### src/rtl/serial_char_rx_if.sv
// Signal bundle between the serial character receiver and its consumer.
// The receiver uses the slave view (line in, character and status out);
// whatever drives the line and consumes characters uses the master view.
interface serial_char_rx_if;
  logic       rx;
  logic [7:0] char_out;
  logic       char_valid;
  logic       frame_err;
  logic       parity_err;
  logic       busy;

  modport slave (
    input  rx,
    output char_out,
    output char_valid,
    output frame_err,
    output parity_err,
    output busy
  );

  modport master (
    output rx,
    input  char_out,
    input  char_valid,
    input  frame_err,
    input  parity_err,
    input  busy
  );
endinterface

### src/rtl/serial_char_rx.sv
// Serial character receiver: 8N1 by default, 8E1 when SERIAL_RX_PARITY_EN is
// defined. Deserializes the async line into bytes, presents each good byte
// as a held character with a one-cycle char_valid strobe, and reports
// framing/parity errors without disturbing the held character.
//
// state     | meaning
// ----------+--------------------------------------------------------------
// IDLE      | line idle, waiting for a synchronized falling edge
// START     | timing to mid start bit; high there means a glitch
// DATA      | sampling 8 data bits LSB first, one per bit period
// PARITY    | sampling the even-parity bit (SERIAL_RX_PARITY_EN only)
// STOP      | sampling the stop bit and issuing the result strobe
// WAIT_HIGH | stop bit was low (framing error/break); wait for line high
module serial_char_rx #(
  parameter int CLKS_PER_BIT = 16
) (
  input  logic            clk,
  input  logic            reset,
  serial_char_rx_if.slave bus
);

  localparam int TW = $clog2(CLKS_PER_BIT);
  localparam logic [TW-1:0] HALF_TC = TW'(CLKS_PER_BIT / 2 - 1);
  localparam logic [TW-1:0] FULL_TC = TW'(CLKS_PER_BIT - 1);

  typedef enum logic [2:0] {
    IDLE,
    START,
    DATA,
`ifdef SERIAL_RX_PARITY_EN
    PARITY,
`endif
    STOP,
    WAIT_HIGH
  } state_t;

  state_t        state;
  state_t        state_next;
  logic          rx_meta;
  logic          rx_s;
  logic [TW-1:0] timer;
  logic [2:0]    bit_cnt;
  logic [7:0]    shift;
  logic [7:0]    char_q;
  logic          char_valid_q;
  logic          frame_err_q;

  logic          timer_clr;
  logic          shift_en;
  logic          char_load;
  logic          frame_set;

`ifdef SERIAL_RX_PARITY_EN
  logic          par_bad;
  logic          par_load;
  logic          parity_set;
  logic          parity_err_q;
`endif

  // Two-flop synchronizer; resets to the idle-high line level.
  always_ff @(posedge clk or posedge reset) begin
    if (reset) begin
      rx_meta <= 1'b1;
      rx_s    <= 1'b1;
    end else begin
      rx_meta <= bus.rx;
      rx_s    <= rx_meta;
    end
  end

  // FSM state register.
  always_ff @(posedge clk or posedge reset) begin
    if (reset) state <= IDLE;
    else       state <= state_next;
  end

  // Next-state decode and per-cycle datapath controls.
  always_comb begin
    state_next = state;
    timer_clr  = 1'b0;
    shift_en   = 1'b0;
    char_load  = 1'b0;
    frame_set  = 1'b0;
`ifdef SERIAL_RX_PARITY_EN
    par_load   = 1'b0;
    parity_set = 1'b0;
`endif
    case (state)
      IDLE: begin
        if (!rx_s) begin
          state_next = START;
          timer_clr  = 1'b1;
        end
      end
      START: begin
        if (timer == HALF_TC) begin
          timer_clr  = 1'b1;
          state_next = rx_s ? IDLE : DATA;
        end
      end
      DATA: begin
        if (timer == FULL_TC) begin
          timer_clr = 1'b1;
          shift_en  = 1'b1;
          if (bit_cnt == 3'd7) begin
`ifdef SERIAL_RX_PARITY_EN
            state_next = PARITY;
`else
            state_next = STOP;
`endif
          end
        end
      end
`ifdef SERIAL_RX_PARITY_EN
      PARITY: begin
        if (timer == FULL_TC) begin
          timer_clr  = 1'b1;
          par_load   = 1'b1;
          state_next = STOP;
        end
      end
`endif
      STOP: begin
        if (timer == FULL_TC) begin
          timer_clr = 1'b1;
          if (rx_s) begin
            state_next = IDLE;
`ifdef SERIAL_RX_PARITY_EN
            if (par_bad) parity_set = 1'b1;
            else         char_load  = 1'b1;
`else
            char_load = 1'b1;
`endif
          end else begin
            // Framing error wins over any parity mismatch.
            frame_set  = 1'b1;
            state_next = WAIT_HIGH;
          end
        end
      end
      WAIT_HIGH: begin
        if (rx_s) begin
          timer_clr  = 1'b1;
          state_next = IDLE;
        end
      end
      default: begin
        state_next = IDLE;
        timer_clr  = 1'b1;
      end
    endcase
  end

  // Bit timer and data bit counter; counter wraps 7->0 as DATA exits.
  always_ff @(posedge clk or posedge reset) begin
    if (reset) begin
      timer   <= '0;
      bit_cnt <= '0;
    end else begin
      if (timer_clr) timer <= '0;
      else           timer <= timer + TW'(1);
      if (shift_en)  bit_cnt <= bit_cnt + 3'd1;
    end
  end

  // LSB-first shift register; new bits enter at the MSB end.
  always_ff @(posedge clk or posedge reset) begin
    if (reset)         shift <= 8'h00;
    else if (shift_en) shift <= {rx_s, shift[7:1]};
  end

  // Held character and one-cycle result strobes.
  always_ff @(posedge clk or posedge reset) begin
    if (reset) begin
      char_q       <= 8'h20;
      char_valid_q <= 1'b0;
      frame_err_q  <= 1'b0;
    end else begin
      char_valid_q <= char_load;
      frame_err_q  <= frame_set;
      if (char_load) char_q <= shift;
    end
  end

`ifdef SERIAL_RX_PARITY_EN
  // Even-parity mismatch flag captured at the parity mid-bit, plus its strobe.
  always_ff @(posedge clk or posedge reset) begin
    if (reset) begin
      par_bad      <= 1'b0;
      parity_err_q <= 1'b0;
    end else begin
      parity_err_q <= parity_set;
      if (par_load) par_bad <= (^shift) ^ rx_s;
    end
  end

  assign bus.parity_err = parity_err_q;
`else
  assign bus.parity_err = 1'b0;
`endif

  assign bus.char_out   = char_q;
  assign bus.char_valid = char_valid_q;
  assign bus.frame_err  = frame_err_q;
  assign bus.busy       = (state != IDLE);

endmodule

### src/flat_wrapper.sv
// flat-port wrapper written by rule: the top's interface ports become plain ports
module serial_char_rx_flat 
#(
  parameter int CLKS_PER_BIT = 16
)
  (clk, reset, bus_rx, bus_char_out, bus_char_valid, bus_frame_err, bus_parity_err, bus_busy);
  serial_char_rx_if bus_i ();
  input  logic clk;
  input  logic reset;
  input wire logic [$bits(bus_i.rx)-1:0] bus_rx;
  output wire logic [$bits(bus_i.char_out)-1:0] bus_char_out;
  output wire logic [$bits(bus_i.char_valid)-1:0] bus_char_valid;
  output wire logic [$bits(bus_i.frame_err)-1:0] bus_frame_err;
  output wire logic [$bits(bus_i.parity_err)-1:0] bus_parity_err;
  output wire logic [$bits(bus_i.busy)-1:0] bus_busy;
  assign bus_i.rx = bus_rx;
  assign bus_char_out = bus_i.char_out;
  assign bus_char_valid = bus_i.char_valid;
  assign bus_frame_err = bus_i.frame_err;
  assign bus_parity_err = bus_i.parity_err;
  assign bus_busy = bus_i.busy;
  serial_char_rx #(.CLKS_PER_BIT(CLKS_PER_BIT)) u_core (.clk(clk), .reset(reset), .bus(bus_i));
endmodule
### config.mk
export PLATFORM = sky130hd
export DESIGN_NAME = serial_char_rx_flat
export DESIGN_NICKNAME = d
export VERILOG_FILES = /design/src/rtl/serial_char_rx_if.sv /design/src/rtl/serial_char_rx.sv /design/src/flat_wrapper.sv
export SDC_FILE = /design/constraint.sdc
export NUM_CORES = 1
export LEC_CHECK = 0
export CELL_PAD_IN_SITES_DETAIL_PLACEMENT = 0
export CELL_PAD_IN_SITES_GLOBAL_PLACEMENT = 1
export CORE_MARGIN = 2
export CORE_UTILIZATION = 40
export CTS_CLUSTER_DIAMETER = 200
export DETAILED_ROUTE_END_ITERATION = 7
export HOLD_SLACK_MARGIN = 0.06
export PLACE_DENSITY_LB_ADDON = 0.15
export SLEW_MARGIN = 10
export SYNTH_ARGS = -nofsm -noshare
export SYNTH_HDL_FRONTEND = slang
export SYNTH_SLANG_ARGS = --single-unit
### constraint.sdc
create_clock -name clk -period 1.5 [get_ports clk]
set_input_delay 0.3 -clock clk [delete_from_list [all_inputs] [get_ports clk]]
set_output_delay 0.3 -clock clk [all_outputs]
set_load 0.1 [all_outputs]
==> impl_metrics.ini, run 1 <==
[cells_and_area]
regArea_um2 = 754
layout_commonest_cell = dfrtp_1
diodes = 0
fill_cells = 255
areaGrowthSynthToFinish_pct = 41.1
multi_input_area_um2 = 557
final_layout_size_suffix_gt1_share_pct = 51.2
mostFrequentLayoutCells = dfrtp_1, buf_12, buf_4
final_area_mm2 = 0.00185
stdcell_count = 171
fin_nets = 132

[sta]
finalSetupViolCount = 7
finalCritPeriodShare_pct = 112
final.min_clock_period_ns = 1.68
skew_ns = 0.00776
worst_slack_ns = -0.175
final-hold-violation-count = 0
fin_worst_hold_slack_ns = 0.312
clock.fmax_mhz = 597
maxSlewViolCount = 0
fin_tns_setup_ns = -0.205
rsz0062_at_grt = yes

[power_and_ir_drop]
p_sw_mw = 0.773
irDropWorstVdd_mv = 0.671
power_leakage_nw = 0.890
p_seq_share_pct = 42.8
finalPower_mw = 2.37
clkPwrFrac_pct = 20.4
p_int_mw = 1.59
power_density_mw_per_mm2 = 1280
combinationalPowerShare_pct = 36.8
switching_share_pct = 32.6

[min_path]
hold_class = input port to asynchronous set/reset pin

[job]
cap_violations = 0

[synth]
synth_top_area_share_pct = 51.7
synth_fp_nets = 100
synth_area_leader_cell = dfrtp_1
synth.avg_cell_area_um2 = 13.9
yosysSeqAreaShare_pct = 57.7
synth_seq_cells = 30
synthTopCellsByArea = dfrtp_1, mux2_2, dfstp_2
syn_inst = 94
yosysUniqueCellTypes = 28
yosys_warnings = 0
syn_area_mm2 = 0.00131

[detailed_routing]
drtIter0Drc = 19
postRouteWirelength_um = 2240
post_drt_via_cell_ratio = 4.80
avgRoutedWirePerCell_um = 13.1
firstDrtPassIters = 4
ant_nets = 0
drc = 0
route.vias.total = 820

[critical_path]
r2r_cells = 5
crit_required_ns = 1.20
path_class = flop to primary output
max_stage_delay_ns = 0.40
slowest_stage = dfrtp_1
ff2ff_setup_slack_ns = -0.01
path_delay_family = flip-flops
timing.rr.start = u_core.timer[1]
worstPathArrival_ns = 1.38
start_kind = flop
crit_fanout = 2
crit_chain = buf_6 > or3_4 > buf_12
end_kind = primary output
r2r_end = u_core.bit_cnt[1]
worst-path-buf-inv = 2

[placed_design]
place_congestion = 0.846
dp_hpwl_um = 1570
dp_cells = 157
post_dp_cell_area_mm2 = 0.00170
portBuffers = 13

[run_status]
status = finished with violations
violations = negative setup slack

[cts]
clock_path_buffers = 2
htreeDepth = 2
cts.sinks = 30
root_buffer = clkbuf_4
cts_buffers = 5
path_clk_slew_ns = 0.09
tritoncts = done
insertion_delay_ns = 0.32

[grt]
grt_overflow = 0
grt_pass1_wl_um = 3890
grt_pass1_vias = 844
track_usage_pct = 14.9
grt_max_degree = 31
grt_antenna_before_repair = 0

[floorplan]
dieArea_mm2 = 0.00374
io-pin-count = 15
start_util_pct = 42.5
placementRows = 20
core_area_mm2 = 0.00308
die_width_um = 61.2
die_y_um = 61.2
## routing by layer
| metal | wire length [µm] | part of all wire, % | track usage, % | vias up |
|---|---|---|---|---|
| met2 | 1060 | 48 | 20.2 | 15 |
| met4 | 63 | 2.8 | 9.63 | 0 |
| met1 | 1040 | 46 | 20.1 | 405 |
| met5 | 0 | 0 | 0 | - |
| li1 | - | - | - | 391 |
| met3 | 72 | 3.2 | 5.04 | 9 |
## metrics by stage
stage          worst slack [ns]  util, %
2_1_floorplan           -0.0640        -
3_3_place_gp            -0.0213     55.1
3_5_place_dp            -0.0523     55.1
4_1_cts                  -0.185     59.0
5_1_grt                  -0.225     60.0
6_report                 -0.175     60.0
## Yosys cell counts
cell	instances
a21oi_1	2
mux2_4	1
nand2b_1	1
and3b_2	1
dfrtp_1	27
or3_1	1
nand3_1	2
inv_1	4
nor2b_1	1
nand2_1	1
nand3_4	1
xnor2_1	2
a211oi_1	5
buf_6	3
o31a_1	1
buf_4	3
nor3b_4	1
a22oi_1	1
ha_1	3
conb_1	1
o21bai_1	1
xor2_1	3
mux2_2	17
dfstp_2	3
a21o_1	1
nor2_1	4
and3_1	2
nor3_1	1
## cell type report
type / count / share of cell area (%)
Sequential cell: 30 / 40.9
Tap cell: 44 / 2.98
Multi-Input combinational cell: 55 / 30.2
Clock buffer: 7 / 2.98
Inverter: 4 / 0.814
Timing Repair Buffer: 30 / 21.9
Clock inverter: 1 / 0.271
## state kept, by name (all words and copies together) (netlist names)
signal                 count
u_core.bus.frame_err       1
u_core.state               3
u_core.bus.char_valid      1
u_core.bus.char_out        8
u_core.timer               4
u_core.rx_s                1
u_core.bit_cnt             3
u_core.rx_meta             1
u_core.shift               8
## power groups by stage
| stage | combinational [mW] | sequential [mW] | clock, mW |
|---|---|---|---|
| after detailed placement | 0.750 | 1.01 | 0 |
| after CTS | 0.823 | 1.01 | 0.500 |
| after global routing | 0.948 | 1.03 | 0.549 |
| final | 0.870 | 1.01 | 0.483 |
| after floorplan | 0.504 | 1.03 | 0 |
| after global placement | 0.733 | 1.00 | 0 |
## worst register-to-register path, delay by kind of cell (launching register included)
| family | cells | cell delay (ns) |
|---|---|---|
| flops | 1 | 0.41 |
| buf+inv | 1 | 0.17 |
| simple gates | 2 | 0.35 |
| fa+ha+maj | 1 | 0.18 |
| mux | 1 | 0.30 |
## logic make-up after synthesis
group                      after synthesis  share of synthesized area [%]
DFF                                     30                           57.7
xor gates and xnor gates                 5                           3.35
adders and majority gates                3                           2.87
other                                    1                          0.287
buffers and inverters                   10                           5.45
and+or+nand+nor                         16                           8.52
muxes                                   18                           15.8
AOI/OAI and AO/OA                       11                           6.03
## timing repair
action,CTS,global route
hold buffers,0,0
gates resized for setup,7,3
pin swaps,2,3
buffers inserted,4,2
cloned,0,1
endpoints found under the setup margin,10,17
## worst max-delay path by stage
stage,from,endpoint,depth (start not counted)
floorplan,u_core.state[2],u_core.bit_cnt[1],5
global placement,u_core.timer[0],u_core.shift[1],5
detailed placement,u_core.timer[1],u_core.shift[2],5
CTS,u_core.state[1],bus_busy,3
global route,u_core.state[1],bus_busy,3
finish,u_core.state[1],bus_busy,3
Note: power is estimated with default switching activity, not from simulation.
==> run 2: changes to the inputs <==
--- a/config.mk
+++ b/config.mk
@@ -8,7 +8,7 @@
 export CELL_PAD_IN_SITES_DETAIL_PLACEMENT = 0
 export CELL_PAD_IN_SITES_GLOBAL_PLACEMENT = 1
 export CORE_MARGIN = 2
-export CORE_UTILIZATION = 40
+export CORE_UTILIZATION = 45
 export CTS_CLUSTER_DIAMETER = 200
 export DETAILED_ROUTE_END_ITERATION = 7
 export HOLD_SLACK_MARGIN = 0.06
==> constraint.sdc (replaced) <==
create_clock -name clk -period 2.05 [get_ports clk]
set_input_delay 0.41 -clock clk [delete_from_list [all_inputs] [get_ports clk]]
set_output_delay 0.41 -clock clk [all_outputs]
set_load 0.1 [all_outputs]
==> impl_metrics.ini, run 2 (synthesis results as in run 1) <==
[grt]
grt_pass1_wl_um = 3680
grt_antenna_before_repair = 0
grt_pass1_vias = 821
track_usage_pct = 15.1
grt_overflow = 0
grt_max_degree = 31

[cells_and_area]
stdcell_count = 143
final_layout_size_suffix_gt1_share_pct = 40.2
layout_commonest_cell = dfrtp_1
multi_input_area_um2 = 482
areaGrowthSynthToFinish_pct = 15.7
mostFrequentLayoutCells = dfrtp_1, mux2_2, buf_4
diodes = 0
regArea_um2 = 754
post-route-util_pct = 54.9
fill_cells = 239
fin_nets = 117

[power_and_ir_drop]
power_leakage_nw = 0.772
power_density_mw_per_mm2 = 1010
irDropWorstVdd_mv = 0.609

[detailed_routing]
firstDrtPassIters = 4
drtIter0Drc = 6
ant_nets = 0
drc = 0
postRouteWirelength_um = 2060
met1_length_um = 900
wl_met3_um = 79
wl_met2_um = 1040
route.vias.total = 730
highest_layer = met4
post_drt_via_cell_ratio = 5.10
avgRoutedWirePerCell_um = 14.4

[cts]
path_clk_slew_ns = 0.09
ctsResizeCount = 0
cts.sinks = 30
tritoncts = done
htreeDepth = 2
insertion_delay_ns = 0.33
cts_setup_buffers = 0
cts_buffers = 5
clock_path_buffers = 2
cts_hold_buf = 0
root_buffer = clkbuf_4

[sta]
final-hold-violation-count = 0
finalCritPeriodShare_pct = 90.5
final.min_clock_period_ns = 1.86
clock.fmax_mhz = 539
worst_slack_ns = 0.194
rsz0062_at_grt = no
skew_ns = 0.0105
finalSetupViolCount = 0
fin_tns_setup_ns = 0
maxSlewViolCount = 0
fin_worst_hold_slack_ns = 0.361

[critical_path]
crit_fanout = 7
crit_required_ns = 1.64
start_kind = flop
max_stage_delay_ns = 0.48
worstPathArrival_ns = 1.45
ff2ff_setup_slack_ns = 0.36
slowest_stage = dfrtp_1
cp.depth = 2
path_delay_family = flip-flops
worst-path-buf-inv = 1
path_class = flop to primary output
r2r_cells = 4
crit_chain = or3_1 > buf_12
end_kind = primary output

[run_status]
status = complete, no violations

[min_path]
hold_class = flop to flop
whs_path_depth = 0

[floorplan]
start_util_pct = 47.4
dieArea_mm2 = 0.00335
io-pin-count = 15
die_width_um = 57.9
core_area_mm2 = 0.00276
placementRows = 19
die_y_um = 57.9

[placed_design]
place_congestion = 0.727
portBuffers = 13
pre_cts_ws_ns = 0.376
dp_hpwl_um = 1400
dp_cells = 135

[job]
cap_violations = 0
run 2: stage by stage:
step	power [mW]	area [µm²]
final	1.53	1510
after global routing	1.63	1510
after CTS	1.56	1510
after detailed placement	1.18	1450
after global placement	1.17	1450
after floorplan	1.11	1310
run 2: layout make-up:
cell class | count | area share, %
flip-flops and latches | 30 | 49.9
repair buffers | 16 | 10.8
multi-input cells | 54 | 31.8
clock inverters | 1 | 0.331
inverters | 4 | 0.993
well taps | 31 | 2.56
clock buffers | 7 | 3.64
run 2: final timing paths:
check / startpoint / to
min in group asynchronous: reset / u_core.bus.char_out[7]
min: u_core.rx_meta / u_core.rx_s
min reg2reg: u_core.rx_meta / u_core.rx_s
max reg2reg: u_core.state[1] / u_core.shift[5]
max: u_core.state[0] / bus_busy
max in group asynchronous: reset / u_core.bus.char_out[5]
run 2: power by group:
| part | total (mW) | switching [mW] | internal (mW) |
|---|---|---|---|
| Clock | 0.367 | 0.201 | 0.166 |
| Sequential | 0.754 | 0.0825 | 0.671 |
| Combinational | 0.409 | 0.230 | 0.180 |
run 2: per-layer routing:
| layer | up-vias | global-route usage [%] |
|---|---|---|
| li1 | 352 | - |
| met1 | 358 | 17.1 |
| met2 | 15 | 24.5 |
| met3 | 5 | 5.13 |
| met4 | 0 | 8.97 |
| met5 | - | 0 |
==> patch: new RTL, config.mk and constraints of run 1 <==
The option `SERIAL_RX_PARITY_EN` is turned on by a define.
--- a/src/rtl/serial_char_rx.sv
+++ b/src/rtl/serial_char_rx.sv
@@ -11,6 +11,8 @@
 // PARITY    | sampling the even-parity bit (SERIAL_RX_PARITY_EN only)
 // STOP      | sampling the stop bit and issuing the result strobe
 // WAIT_HIGH | stop bit was low (framing error/break); wait for line high
+`define SERIAL_RX_PARITY_EN
+
 module serial_char_rx #(
   parameter int CLKS_PER_BIT = 16
 ) (
Function: same outputs for any inputs over 10 cycles, from zero or initial values and one cycle with reset high; that may be too few to reach the edited logic, so the function may still have changed.
==> patch against run 1 <==
The run still ends with negative setup slack left; design area grew 13%; area after synthesis grew 9.2%; wire length is 15% higher; power is 21% higher; final cell count increased by 12%; register-to-register slack lost 0.03 ns; sequential power up 6%; sequential cell count grew 2; clock skew up 0.010 ns; die area is 8.6% higher; setup slack better by 0.072 ns; first-iteration DRC count fell by 21%; fmax grew 4.5%; critical path type unchanged.
==> patch: results (changes against run 1) <==
Synth
  – Synth top cells by count: dfrtp_1, mux2_2, xnor2_1 (was dfrtp_1, mux2_2, a211oi_1)
  – Post-synthesis sequential area ratio: 0.5635 (was 0.5770)
  – Synth Area in Adders: 0.02629 (was 0.02871)
  – Syn nets: 115 (was 100)
  – Compound-Gate Fraction of Synth Area: 0.06748 (was 0.06029)
  – Synth top area cells: dfrtp_1, mux2_2, dfstp_2, xnor2_1, ha_1 (was dfrtp_1, mux2_2, dfstp_2, a211oi_1, ha_1)
  – Post-synth cell types: 30 (was 28)

Setup path
  – FF-to-FF Start: u_core.timer[0] (was u_core.timer[1])
  – CP top delay family: simple AND/OR/NAND/NOR gates (was flip-flops)
  – Crit path DAT: 1.30 ns (was 1.38 ns)
  – Slowest library cell on the worst path: or3_4 (was dfrtp_1)
  – Setup slack, reg-to-reg: -0.04 ns (was -0.01 ns)

STA
  – Layout Skew: 0.01804 ns (was 0.007762 ns)
  – Final setup fails: 7 (unchanged)
  – Final setup TNS: -0.2026 ns (was -0.2049 ns)
  – Setup ws final: -0.1032 ns (was -0.1752 ns)

Place
  – DP HPWL: 1.754 mm (was 1.567 mm)
  – DP Area: 1887 sq um (was 1695 sq um)
  – Placer Congestion: 0.7151 (was 0.8463)

Finish
  – Final net count: 151 (was 132)
  – Share of post-route cells with drive strength above 1: 0.5274 (was 0.5118)

Drt
  – Detailed Route Iter0 Violations: 15 (was 19)
  – Detailed Route WL: 2.576 mm (was 2.238 mm)

Power
  – P_leak: 0.001041 uW (was 0.0008902 uW)
  – Worst vdd ir: 0.6077 mV (was 0.6709 mV)
  – Switching Share: 0.3035 (was 0.3265)

Run status
  – Status: finished, violations left (unchanged)
  – Failing checks: negative setup slack (unchanged)
==> patch: area by class of cell <==
type                       count  area [sq um]  area share
clock buffer                   7         65.06     0.03123
clock inverter                 1         30.03     0.01441
inverter                       6         22.52     0.01081
multi-input combinational     67         673.1      0.3231
sequential                    32         807.0      0.3874
tap                           46         57.56     0.02763
timing repair buffer          33         427.9      0.2054
==> patch: routing by layer <==
layer / vias to the layer above / wire (microns) / global-route usage
li1: 451 / - / -
met5: - / 0 / 0
met1: 456 / 1179 / 0.1782
met3: 5 / 114 / 0.04754
met2: 17 / 1247 / 0.2434
met4: 0 / 36 / 0.04891
==> patch: tightest hold or removal path, stage by stage <==
cell and delay, ns:
clkdlybuf4s50_1 0.40, inv_1 0.09, buf_12 0.21
==> patch: kinds of logic after synthesis <==
logic type                 Yosys count
DFF                                 32
and+or+nand+nor                     21
muxes                               18
AOI/OAI and AO/OA                   13
xor gates and xnor gates            11
buffers and inverters               11
adders and majority gates            3
==> patch: metrics by stage <==
stage / cells / setup slack [ns]
after global placement: 178 / -0.04334
after floorplan: 109 / -0.1097
after global routing: 192 / -0.1496
after CTS: 192 / -0.1127
final: 192 / -0.1032
after detailed placement: 178 / -0.08662
==> patch: timing repair <==
item / CTS / global route
gates resized for setup: 5 / 8
buffers inserted: 5 / 0
pin swaps: 4 / 3
setup endpoints to repair: 18 / 14
cloned: 1 / 0
==> patch: worst max-delay path by stage <==
stage | end | slack, ns | depth (start not counted)
2_1_floorplan | u_core.bus.char_out[0] | -0.11 | 6
3_3_place_gp | u_core.bus.char_out[4] | -0.04 | 5
3_5_place_dp | u_core.bus.char_out[4] | -0.09 | 5
4_1_cts | bus_busy | -0.11 | 2
5_1_grt | bus_busy | -0.15 | 2
6_report | bus_busy | -0.10 | 2
==> patch: power groups by stage <==
stage / clock network [uW] / registers [uW] / logic (uW)
6_report: 725 / 1070 / 1080
5_1_grt: 779 / 1090 / 1190
4_1_cts: 739 / 1070 / 1010
3_5_place_dp: 0 / 1100 / 877
3_3_place_gp: 0 / 1100 / 856
2_1_floorplan: 0 / 1090 / 642
